==> config.mk <==
export PLATFORM = sky130hd
export DESIGN_NAME = row_derotation_flat
export DESIGN_NICKNAME = d
export VERILOG_FILES = /design/src/rtl/row_derotation_pkg.sv /design/src/rtl/row_derotation_if.sv /design/src/rtl/row_derotation_micro_rotation.sv /design/src/rtl/row_derotation.sv /design/src/flat_wrapper.sv
export SDC_FILE = /design/constraint.sdc
export NUM_CORES = 1
export LEC_CHECK = 0
export BUFFER_PORTS_ARGS = -buffer_cell sky130_fd_sc_hd__buf_2
export CAP_MARGIN = 20
export CORE_MARGIN = 2
export CORE_UTILIZATION = 45
export CTS_BUF_LIST = sky130_fd_sc_hd__clkbuf_8
export DETAILED_ROUTE_END_ITERATION = 10
export GPL_TIMING_DRIVEN = 0
export PLACE_DENSITY = 0.62
export SLEW_MARGIN = 20
export SYNTH_ARGS = -nofsm -noshare
export SYNTH_HDL_FRONTEND = slang
export SYNTH_HIERARCHICAL = 1
export SYNTH_SLANG_ARGS = --single-unit
==> constraint.sdc <==
create_clock -name clk -period 7.3 [get_ports clk]
set_input_delay 0.73 -clock clk [delete_from_list [all_inputs] [get_ports clk]]
set_output_delay 0.73 -clock clk [all_outputs]
set_load 0.05 [all_outputs]
==> src/rtl/row_derotation_pkg.sv <==
// Shared constants, FSM encodings and saturation helper for the row derotation CORDIC.
// KINV is the same gain correction the forward normalization stage applies.
package row_derotation_pkg;
  localparam int WL    = 16;
  localparam int FRAC  = 12;
  localparam int ITER  = 12;
  localparam int GUARD = 2;
  localparam int AW    = WL + GUARD;
  localparam int PW    = WL + GUARD + FRAC + 1;
  localparam int IW    = $clog2(ITER);

  // round(2^FRAC / prod(sqrt(1 + 2^-2i))), i = 0..ITER-1
  localparam logic signed [FRAC:0] KINV = 13'sd2487;

  localparam logic signed [PW-1:0] SAT_HI = PW'((1 << (WL - 1)) - 1);
  localparam logic signed [PW-1:0] SAT_LO = PW'(-(1 << (WL - 1)));
  localparam logic signed [PW-1:0] RND    = PW'(1 << (FRAC - 1));

  localparam logic [1:0] S_IDLE  = 2'd0;
  localparam logic [1:0] S_ITER  = 2'd1;
  localparam logic [1:0] S_SCALE = 2'd2;
  localparam logic [1:0] S_DONE  = 2'd3;

  function automatic logic signed [WL-1:0] sat_wl(input logic signed [PW-1:0] v);
    if (v > SAT_HI)      return SAT_HI[WL-1:0];
    else if (v < SAT_LO) return SAT_LO[WL-1:0];
    else                 return v[WL-1:0];
  endfunction
endpackage

==> src/rtl/row_derotation_if.sv <==
// Sample/record input handshake and derotated output handshake of row_derotation.
interface row_derotation_if;
  import row_derotation_pkg::*;

  logic                 in_valid;
  logic                 in_ready;
  logic signed [WL-1:0] x_in;
  logic signed [WL-1:0] y_in;
  logic [ITER-1:0]      dir_in;
  logic                 flip_in;
  logic                 out_valid;
  logic                 out_ready;
  logic signed [WL-1:0] x_out;
  logic signed [WL-1:0] y_out;

  modport master (
    output in_valid, x_in, y_in, dir_in, flip_in, out_ready,
    input  in_ready, out_valid, x_out, y_out
  );

  modport slave (
    input  in_valid, x_in, y_in, dir_in, flip_in, out_ready,
    output in_ready, out_valid, x_out, y_out
  );
endinterface

==> src/rtl/row_derotation_micro_rotation.sv <==
// One inverse CORDIC micro-rotation, combinational; dir=1 undoes a clockwise forward step.
// No state, no handshake.
module derot_micro_rotation
  import row_derotation_pkg::*;
(
  input  logic signed [AW-1:0] x,
  input  logic signed [AW-1:0] y,
  input  logic [IW-1:0]        shift,
  input  logic                 dir,
  output logic signed [AW-1:0] x_nxt,
  output logic signed [AW-1:0] y_nxt
);
  logic signed [AW-1:0] xs;
  logic signed [AW-1:0] ys;

  assign xs = x >>> shift;
  assign ys = y >>> shift;

  always_comb begin
    if (dir) begin
      x_nxt = x - ys;
      y_nxt = y + xs;
    end else begin
      x_nxt = x + ys;
      y_nxt = y - xs;
    end
  end
endmodule

==> src/rtl/row_derotation.sv <==
// Rotates one sample back by its recorded CORDIC angle; out_valid ITER+1 cycles after accept, held until out_ready.
// One sample in flight (in_ready only when idle). Define DEROT_ROUND_EN for round-half-up in the scale step.
module row_derotation
  import row_derotation_pkg::*;
(
  input logic             clk,
  input logic             rst,
  row_derotation_if.slave bus
);
  logic [1:0]           state;
  logic [IW-1:0]        idx;
  logic signed [AW-1:0] x;
  logic signed [AW-1:0] y;
  logic signed [AW-1:0] x_nxt;
  logic signed [AW-1:0] y_nxt;
  logic [ITER-1:0]      dir;
  logic                 flip;
  logic signed [WL-1:0] x_res;
  logic signed [WL-1:0] y_res;
  logic signed [PW-1:0] px;
  logic signed [PW-1:0] py;
  logic signed [PW-1:0] qx;
  logic signed [PW-1:0] qy;

  assign bus.in_ready  = (state == S_IDLE);
  assign bus.out_valid = (state == S_DONE);
  assign bus.x_out     = x_res;
  assign bus.y_out     = y_res;

  // Forward iterations are undone last-to-first, so idx counts down.
  derot_micro_rotation u_rot (
    .x     (x),
    .y     (y),
    .shift (idx),
    .dir   (dir[idx]),
    .x_nxt (x_nxt),
    .y_nxt (y_nxt)
  );

  always_comb begin
    px = PW'(x) * PW'(KINV);
    py = PW'(y) * PW'(KINV);
`ifdef DEROT_ROUND_EN
    px = px + RND;
    py = py + RND;
`endif
    qx = px >>> FRAC;
    qy = py >>> FRAC;
    if (flip) begin
      qx = -qx;
      qy = -qy;
    end
  end

  always_ff @(posedge clk) begin
    if (rst) begin
      state <= S_IDLE;
      idx   <= '0;
      x     <= '0;
      y     <= '0;
      dir   <= '0;
      flip  <= 1'b0;
      x_res <= '0;
      y_res <= '0;
    end else begin
      case (state)
        S_IDLE: begin
          if (bus.in_valid) begin
            x     <= AW'(bus.x_in);
            y     <= AW'(bus.y_in);
            dir   <= bus.dir_in;
            flip  <= bus.flip_in;
            idx   <= IW'(ITER - 1);
            state <= S_ITER;
          end
        end
        S_ITER: begin
          x <= x_nxt;
          y <= y_nxt;
          if (idx == '0) state <= S_SCALE;
          else           idx   <= idx - IW'(1);
        end
        S_SCALE: begin
          x_res <= sat_wl(qx);
          y_res <= sat_wl(qy);
          state <= S_DONE;
        end
        S_DONE: begin
          if (bus.out_ready) state <= S_IDLE;
        end
        default: state <= S_IDLE;
      endcase
    end
  end
endmodule

==> src/flat_wrapper.sv <==
// flat-port wrapper written by rule: the top's interface ports become plain ports
module row_derotation_flat import row_derotation_pkg::*;
  (clk, rst, bus_in_valid, bus_x_in, bus_y_in, bus_dir_in, bus_flip_in, bus_out_ready, bus_in_ready, bus_out_valid, bus_x_out, bus_y_out);
  row_derotation_if bus_i ();
  input logic clk;
  input logic rst;
  input wire logic [$bits(bus_i.in_valid)-1:0] bus_in_valid;
  input wire logic [$bits(bus_i.x_in)-1:0] bus_x_in;
  input wire logic [$bits(bus_i.y_in)-1:0] bus_y_in;
  input wire logic [$bits(bus_i.dir_in)-1:0] bus_dir_in;
  input wire logic [$bits(bus_i.flip_in)-1:0] bus_flip_in;
  input wire logic [$bits(bus_i.out_ready)-1:0] bus_out_ready;
  output wire logic [$bits(bus_i.in_ready)-1:0] bus_in_ready;
  output wire logic [$bits(bus_i.out_valid)-1:0] bus_out_valid;
  output wire logic [$bits(bus_i.x_out)-1:0] bus_x_out;
  output wire logic [$bits(bus_i.y_out)-1:0] bus_y_out;
  assign bus_i.in_valid = bus_in_valid;
  assign bus_i.x_in = bus_x_in;
  assign bus_i.y_in = bus_y_in;
  assign bus_i.dir_in = bus_dir_in;
  assign bus_i.flip_in = bus_flip_in;
  assign bus_i.out_ready = bus_out_ready;
  assign bus_in_ready = bus_i.in_ready;
  assign bus_out_valid = bus_i.out_valid;
  assign bus_x_out = bus_i.x_out;
  assign bus_y_out = bus_i.y_out;
  row_derotation u_core (.clk(clk), .rst(rst), .bus(bus_i));
endmodule
==> flow_summary.json, run 1 <==
{
  "start_util_pct": 45.7,
  "die_height_um": 208,
  "synth_top_area_share_pct": 19.6,
  "grt_max_degree": 23,
  "clockRootBuffer": "clkbuf_8",
  "r2r_cells": 21,
  "postSynth.asyncResetShare_pct": 0,
  "synth_top_family_by_area": "adder cells",
  "yosys.area_share.adder_pct": 34.6,
  "yosysUniqueCellTypes": 102,
  "rsz0062_at_grt": "true",
  "cp-start-kind": "flip-flop",
  "synthMuxAreaShare_pct": 8.62,
  "die-width_um": 208,
  "cp.required_ns": 7.57,
  "finalHoldViolations": 0,
  "grt_pass1_wl_mm": 88.7,
  "layout-drive-gt1-share_pct": 11.4,
  "drtAntennaViolNets": 0,
  "max-cap-violations": 0,
  "synth_top_area_cell": "fa_1",
  "run_status": "completed",
  "clock_path_buffers": 2,
  "ys.flop_type": "dfxtp_1",
  "setup_violations": 0,
  "end_kind": "flip-flop",
  "drt-total-wl_mm": 55.2,
  "clk_latency_ns": 0.44,
  "period_share_pct": 97.0,
  "synth_common_cells": "341 x inv_1, 224 x ha_1, 183 x fa_1",
  "whs_ns": 0.465,
  "crit_end": "u_core/bus.y_out[13]",
  "crit_path_top_delay_cell": "fa_1",
  "synth-edff-count": 0,
  "synthTopCellsByArea": "fa_1 20%, ha_1 15%, dfxtp_1 9.3%, inv_1 6.8%, mux4_2 4.1%",
  "port-buffer-count": 81,
  "syn2layout_area_growth_pct": 7.44,
  "grt_pass1_vias": 16700,
  "drc_errors": 0,
  "path_cells": "ha_1 > inv_1 > fa_1 > fa_1 > inv_1 > fa_1 > fa_1 > ha_1 > and3_1 > and2b_1 > a211oi_4 > xor2_1 > ha_1 > nand3_1 > nor4_4 > o221ai_2 > a311oi_2 > nand3_1 > o211ai_2 > buf_6 > a311oi_2",
  "crit_top_cell": "fa_1",
  "synth.cell_area_um2": 18700,
  "synth_nets": 2681,
  "core.rowCount": 74,
  "worstSetupPathType": "reg2reg",
  "postCtsHoldBufs": 0,
  "synth-seq-area-share_pct": 9.31,
  "antenna_found_initial": 0,
  "synth_compound_area_share_pct": 18.3,
  "overflow": 0,
  "r2r_slack_ns": 0.22,
  "finalCriticalPeriod_ns": 7.08,
  "vias": 16600,
  "drt-initial-drc-count": 1149,
  "dp_hpwl_mm": 45.7,
  "die_area_um2": 43200,
  "coreArea_um2": 40900,
  "viasPerCell": 5.82,
  "grt_use_total_pct": 25.5,
  "yosysWarnings": 6,
  "hold_path_class": "reg2reg",
  "synth_xor_area_share_pct": 5.51,
  "syn-mean-instance-area_um2": 8.41,
  "syn_inst": 2225,
  "diodes": 0,
  "slew_headroom_pct": 30.3,
  "yosysMostFrequentCell": "inv_1",
  "clkSinkCount": 87,
  "htree_levels": 3,
  "cts_buffers": 9,
  "firstDrtPassIters": 8,
  "cp_data_arrival_time_ns": 7.35,
  "tightestPinTransition_ns": 1.05,
  "path_max_fanout": 10,
  "synthSimpleGateAreaFrac_pct": 14.9,
  "worstReg2RegEnd": "u_core/bus.y_out[13]",
  "place_congestion": 0.951,
  "ys_ff_latch": 87,
  "clk_pin_slew_worst_paths_ns": 0.10,
  "nets": 2776,
  "cts_tree": "done",
  "slew_violations": 0,
  "fmax_ghz": 0.141,
  "crit_start": "u_core/y[7]",
  "rr_startpoint": "u_core/y[7]",
  "drt-wirelength-per-cell_um": 19.3,
  "finalClockSkew_ns": 0.0147,
  "cp_slowest_stage_delay_ns": 0.55,
  "io_pins": 83
}
[area by class of cell]
cell class	count	area, um^2
Fill cell	4043	20800
Multi-Input combinational cell	1712	15400
Sequential cell	87	1780
Inverter	344	1290
Tap cell	532	666
Timing Repair Buffer	84	428
Buffer	82	367
Clock buffer	9	124
Clock inverter	7	66.3
[logic make-up (layout without fill, tap and decap cells)]
group	Yosys count	in the layout
buf+inv	426	526
compound gates	504	504
simple gates	575	575
flops	87	87
xor+xnor	116	116
mux	110	110
fa+ha+maj	407	407
[worst min path at each step]
stage | from | to | slack, ns | depth (start not counted)
CTS | u_core/dir[3] | u_core/dir[3] | 0.46 | 2
finish | u_core/dir[6] | u_core/dir[6] | 0.47 | 2
global route | u_core/dir[6] | u_core/dir[6] | 0.49 | 2
floorplan | u_core/dir[10] | u_core/dir[10] | 0.43 | 2
detailed placement | u_core/dir[3] | u_core/dir[3] | 0.45 | 2
global placement | u_core/dir[3] | u_core/dir[3] | 0.44 | 2
[per-layer routing]
metal / up-vias / track usage (%) / routed length (um)
met5: - / 0 / 0
met4: 0 / 8.00 / 1580
met3: 92 / 3.06 / 2500
met2: 466 / 43.0 / 26500
met1: 8178 / 34.3 / 24700
li1: 7904 / - / -
[sequential cells by signal, summed over array words and instances, names as in the netlist]
name / cells
u_core/bus.x_out: 16
u_core/bus.y_out: 16
u_core/dir: 12
u_core/flip: 1
u_core/idx: 4
u_core/state: 2
u_core/x: 18
u_core/y: 18
[critical path: cells and delay by family, from the launching register on]
kind	cells	cell delay (ns)
xor+xnor	1	0.39
flops	1	0.54
fa+ha+maj	7	2.92
buf+inv	3	0.42
simple gates	5	1.19
compound gates	5	1.45
[repair_timing]
item | 4_1_cts | 5_1_grt
pin swaps | 0 | 3
resized for setup | 1 | 38
setup buffers | 0 | 3
endpoints found under the setup margin | 3 | 32
[metrics by stage]
stage               TNS [ns]  area [um^2]  setup slack, ns  instances  utilization [%]
detailed placement         0        19800           0.0758       2838             48.3
finish                     0        20100            0.221       2857             49.1
global placement           0        19800           0.0217       2838             48.3
global route         -0.0711        20100          -0.0199       2857             49.1
floorplan                  0        18700             1.02       2225                -
CTS                        0        20000           0.0199       2854             48.8
[placed cells by master, fill, tap and decap left out, types with 15 or more instances in the layout]
cell type  count
inv_1        341
ha_1         224
fa_1         183
nor2_1       182
nand2_1      173
a21oi_1      123
buf_2         95
o21ai_0       93
xnor2_1       66
dfxtp_1       59
clkbuf_1      54
mux2i_1       54
xor2_1        49
a211oi_1      48
nand3_1       37
mux4_2        34
a21o_1        29
dfxtp_2       28
nand4_1       25
nor3_1        25
a31oi_1       21
o22ai_1       21
nand2b_1      17
nor2b_1       17
mux2_2        17
o211ai_1      16
and3_1        15
or3_1         15
Power of run 1 is not shown: default switching activity piles up to over one toggle a cycle in this logic, so the estimate is an artifact.
==> inputs of run 2 (changes only) <==
--- a/config.mk
+++ b/config.mk
@@ -5,6 +5,7 @@
 export SDC_FILE = /design/constraint.sdc
 export NUM_CORES = 1
 export LEC_CHECK = 0
+export ABC_AREA = 1
 export BUFFER_PORTS_ARGS = -buffer_cell sky130_fd_sc_hd__buf_2
 export CAP_MARGIN = 20
 export CORE_MARGIN = 2
==> flow_summary.json, run 2 <==
{
  "setup_violations": 0,
  "grt_pass1_wl_mm": 94.3,
  "final_common_cell": "nand2_1",
  "fmax_ghz": 0.156,
  "postSynth.asyncResetShare_pct": 0,
  "yosysUniqueCellTypes": 53,
  "period_share_pct": 87.9,
  "clockRootBuffer": "clkbuf_8",
  "run_status": "completed",
  "synthTopCellsByArea": "fa_1 19%, nand2_1 16%, ha_1 14%, inv_1 11%, dfxtp_1 9.0%",
  "firstDrtPassIters": 6,
  "synth-seq-area-share_pct": 8.99,
  "path_max_fanout": 22,
  "worstSetupPathType": "reg2reg",
  "crit_path_top_delay_cell": "dfxtp_1",
  "finalSetupTns_ns": 0,
  "ys.flop_type": "dfxtp_1",
  "hold_path_class": "reg2reg",
  "finalHoldViolations": 0,
  "crit_top_cell": "nand2_1",
  "synth-edff-count": 0,
  "synth_nets": 3405,
  "grt_pass1_vias": 17800,
  "cp-start-kind": "flip-flop",
  "coreArea_um2": 42800,
  "postCtsHoldBufs": 0,
  "clk_latency_ns": 0.42,
  "die-width_um": 211,
  "dp_hpwl_mm": 51.1,
  "core.rowCount": 76,
  "grt_max_degree": 23,
  "drt-initial-drc-count": 1279,
  "end_kind": "flip-flop",
  "cts_buffers": 9,
  "place_congestion": 0.966,
  "cp_data_arrival_time_ns": 6.73,
  "nets": 3498,
  "post-cts-setup-buffer-count": 0,
  "htree_levels": 3,
  "drt-wirelength-per-cell_um": 16.4,
  "cts_tree": "done",
  "synth_common_cells": "814 x nand2_1, 574 x inv_1, 246 x nand3_1",
  "drc_errors": 0,
  "grt_use_total_pct": 26.9,
  "yosysMostFrequentCell": "nand2_1",
  "whs_ns": 0.489,
  "syn_inst": 2949,
  "finalClockSkew_ns": 0.0227,
  "synth_top_area_cell": "fa_1",
  "io_pins": 83,
  "max-cap-violations": 0,
  "cp_slowest_stage_delay_ns": 0.97,
  "layout-drive-gt1-share_pct": 7.81,
  "start_util_pct": 45.3,
  "syn2layout_area_growth_pct": 6.72,
  "viasPerCell": 5.21,
  "ys_ff_latch": 87,
  "layout_common_cells": "814 x nand2_1, 574 x inv_1, 246 x nand3_1, 224 x ha_1, 184 x nor2_1",
  "clkSinkCount": 87,
  "drtAntennaViolNets": 0,
  "overflow": 0,
  "postCtsResizedCells": 0,
  "cp.required_ns": 7.61,
  "top_regs": "u_core/x (18), u_core/y (18)",
  "yosysWarnings": 6,
  "vias": 18700,
  "die_area_um2": 44700,
  "diodes": 0,
  "clk_pin_slew_worst_paths_ns": 0.10,
  "slew_violations": 0,
  "tightestPinTransition_ns": 0.968,
  "rsz0062_at_grt": "false",
  "drt-total-wl_mm": 58.9,
  "port-buffer-count": 82,
  "antenna_found_initial": 0,
  "finalCriticalPeriod_ns": 6.42,
  "clock_path_buffers": 2,
  "slew_headroom_pct": 35.4,
  "die_height_um": 211,
  "synth_top_area_share_pct": 18.9,
  "syn-mean-instance-area_um2": 6.57,
  "synth.cell_area_um2": 19400
}
==> run 2: logic make-up (layout without fill, tap and decap cells) <==
| family | after synthesis | after routing | share of synthesized area (%) |
|---|---|---|---|
| DFF | 87 | 87 | 8.99 |
| buffers and inverters | 661 | 759 | 13.2 |
| AOI/OAI and AO/OA | 314 | 314 | 9.21 |
| xor gates and xnor gates | 99 | 99 | 4.51 |
| adders and majority gates | 407 | 407 | 33.4 |
| and+or+nand+nor | 1381 | 1381 | 30.7 |
==> run 2: metrics by stage <==
stage	util, %	worst slack [ns]	instance area [um^2]	std cells
floorplan	-	2.01	19400	2949
global placement	47.8	0.945	20500	3577
detailed placement	47.8	0.899	20500	3577
CTS	48.3	0.877	20700	3593
global route	48.3	0.340	20700	3593
finish	48.3	0.882	20700	3593
==> run 2: layout make-up <==
class / count / area [um^2]
Fill cell: 4533 / 22100
Clock buffer: 9 / 124
Clock inverter: 7 / 83.8
Timing Repair Buffer: 82 / 410
Sequential cell: 87 / 1740
Inverter: 592 / 2220
Multi-Input combinational cell: 2201 / 15100
Buffer: 69 / 342
Tap cell: 546 / 683
==> run 2: layer usage <==
metal	global-route usage (%)	wire length [um]	share of wire, %	vias to the layer above
li1	-	-	-	9390
met5	0	0	0	-
met3	2.37	2740	4.7	60
met1	38.1	28100	48	8783
met2	44.3	26900	46	476
met4	6.31	1180	2.0	0
==> run 2: critical path, delay by kind of cell (launching register included) <==
kind                     cells  cell delay, ns
AO/OA/AOI/OAI                1            0.16
AND/OR/NAND/NOR             16            1.88
adder cells (fa/ha/maj)      5            2.53
flip-flops                   1            0.97
buffers and inverters        6            0.75
==> run 2: worst paths after layout <==
| kind | to | cells past startpoint | slack, ns | from |
|---|---|---|---|---|
| setup / recovery | u_core/bus.y_out[12] | 28 | 0.88 | u_core/y[17] |
| setup reg to reg | u_core/bus.y_out[12] | 28 | 0.88 | u_core/y[17] |
| hold reg to reg | u_core/bus.x_out[15] | 2 | 0.49 | u_core/bus.x_out[15] |
| hold / removal | u_core/bus.x_out[15] | 2 | 0.49 | u_core/bus.x_out[15] |
Power of run 2 is left out for the same reason.
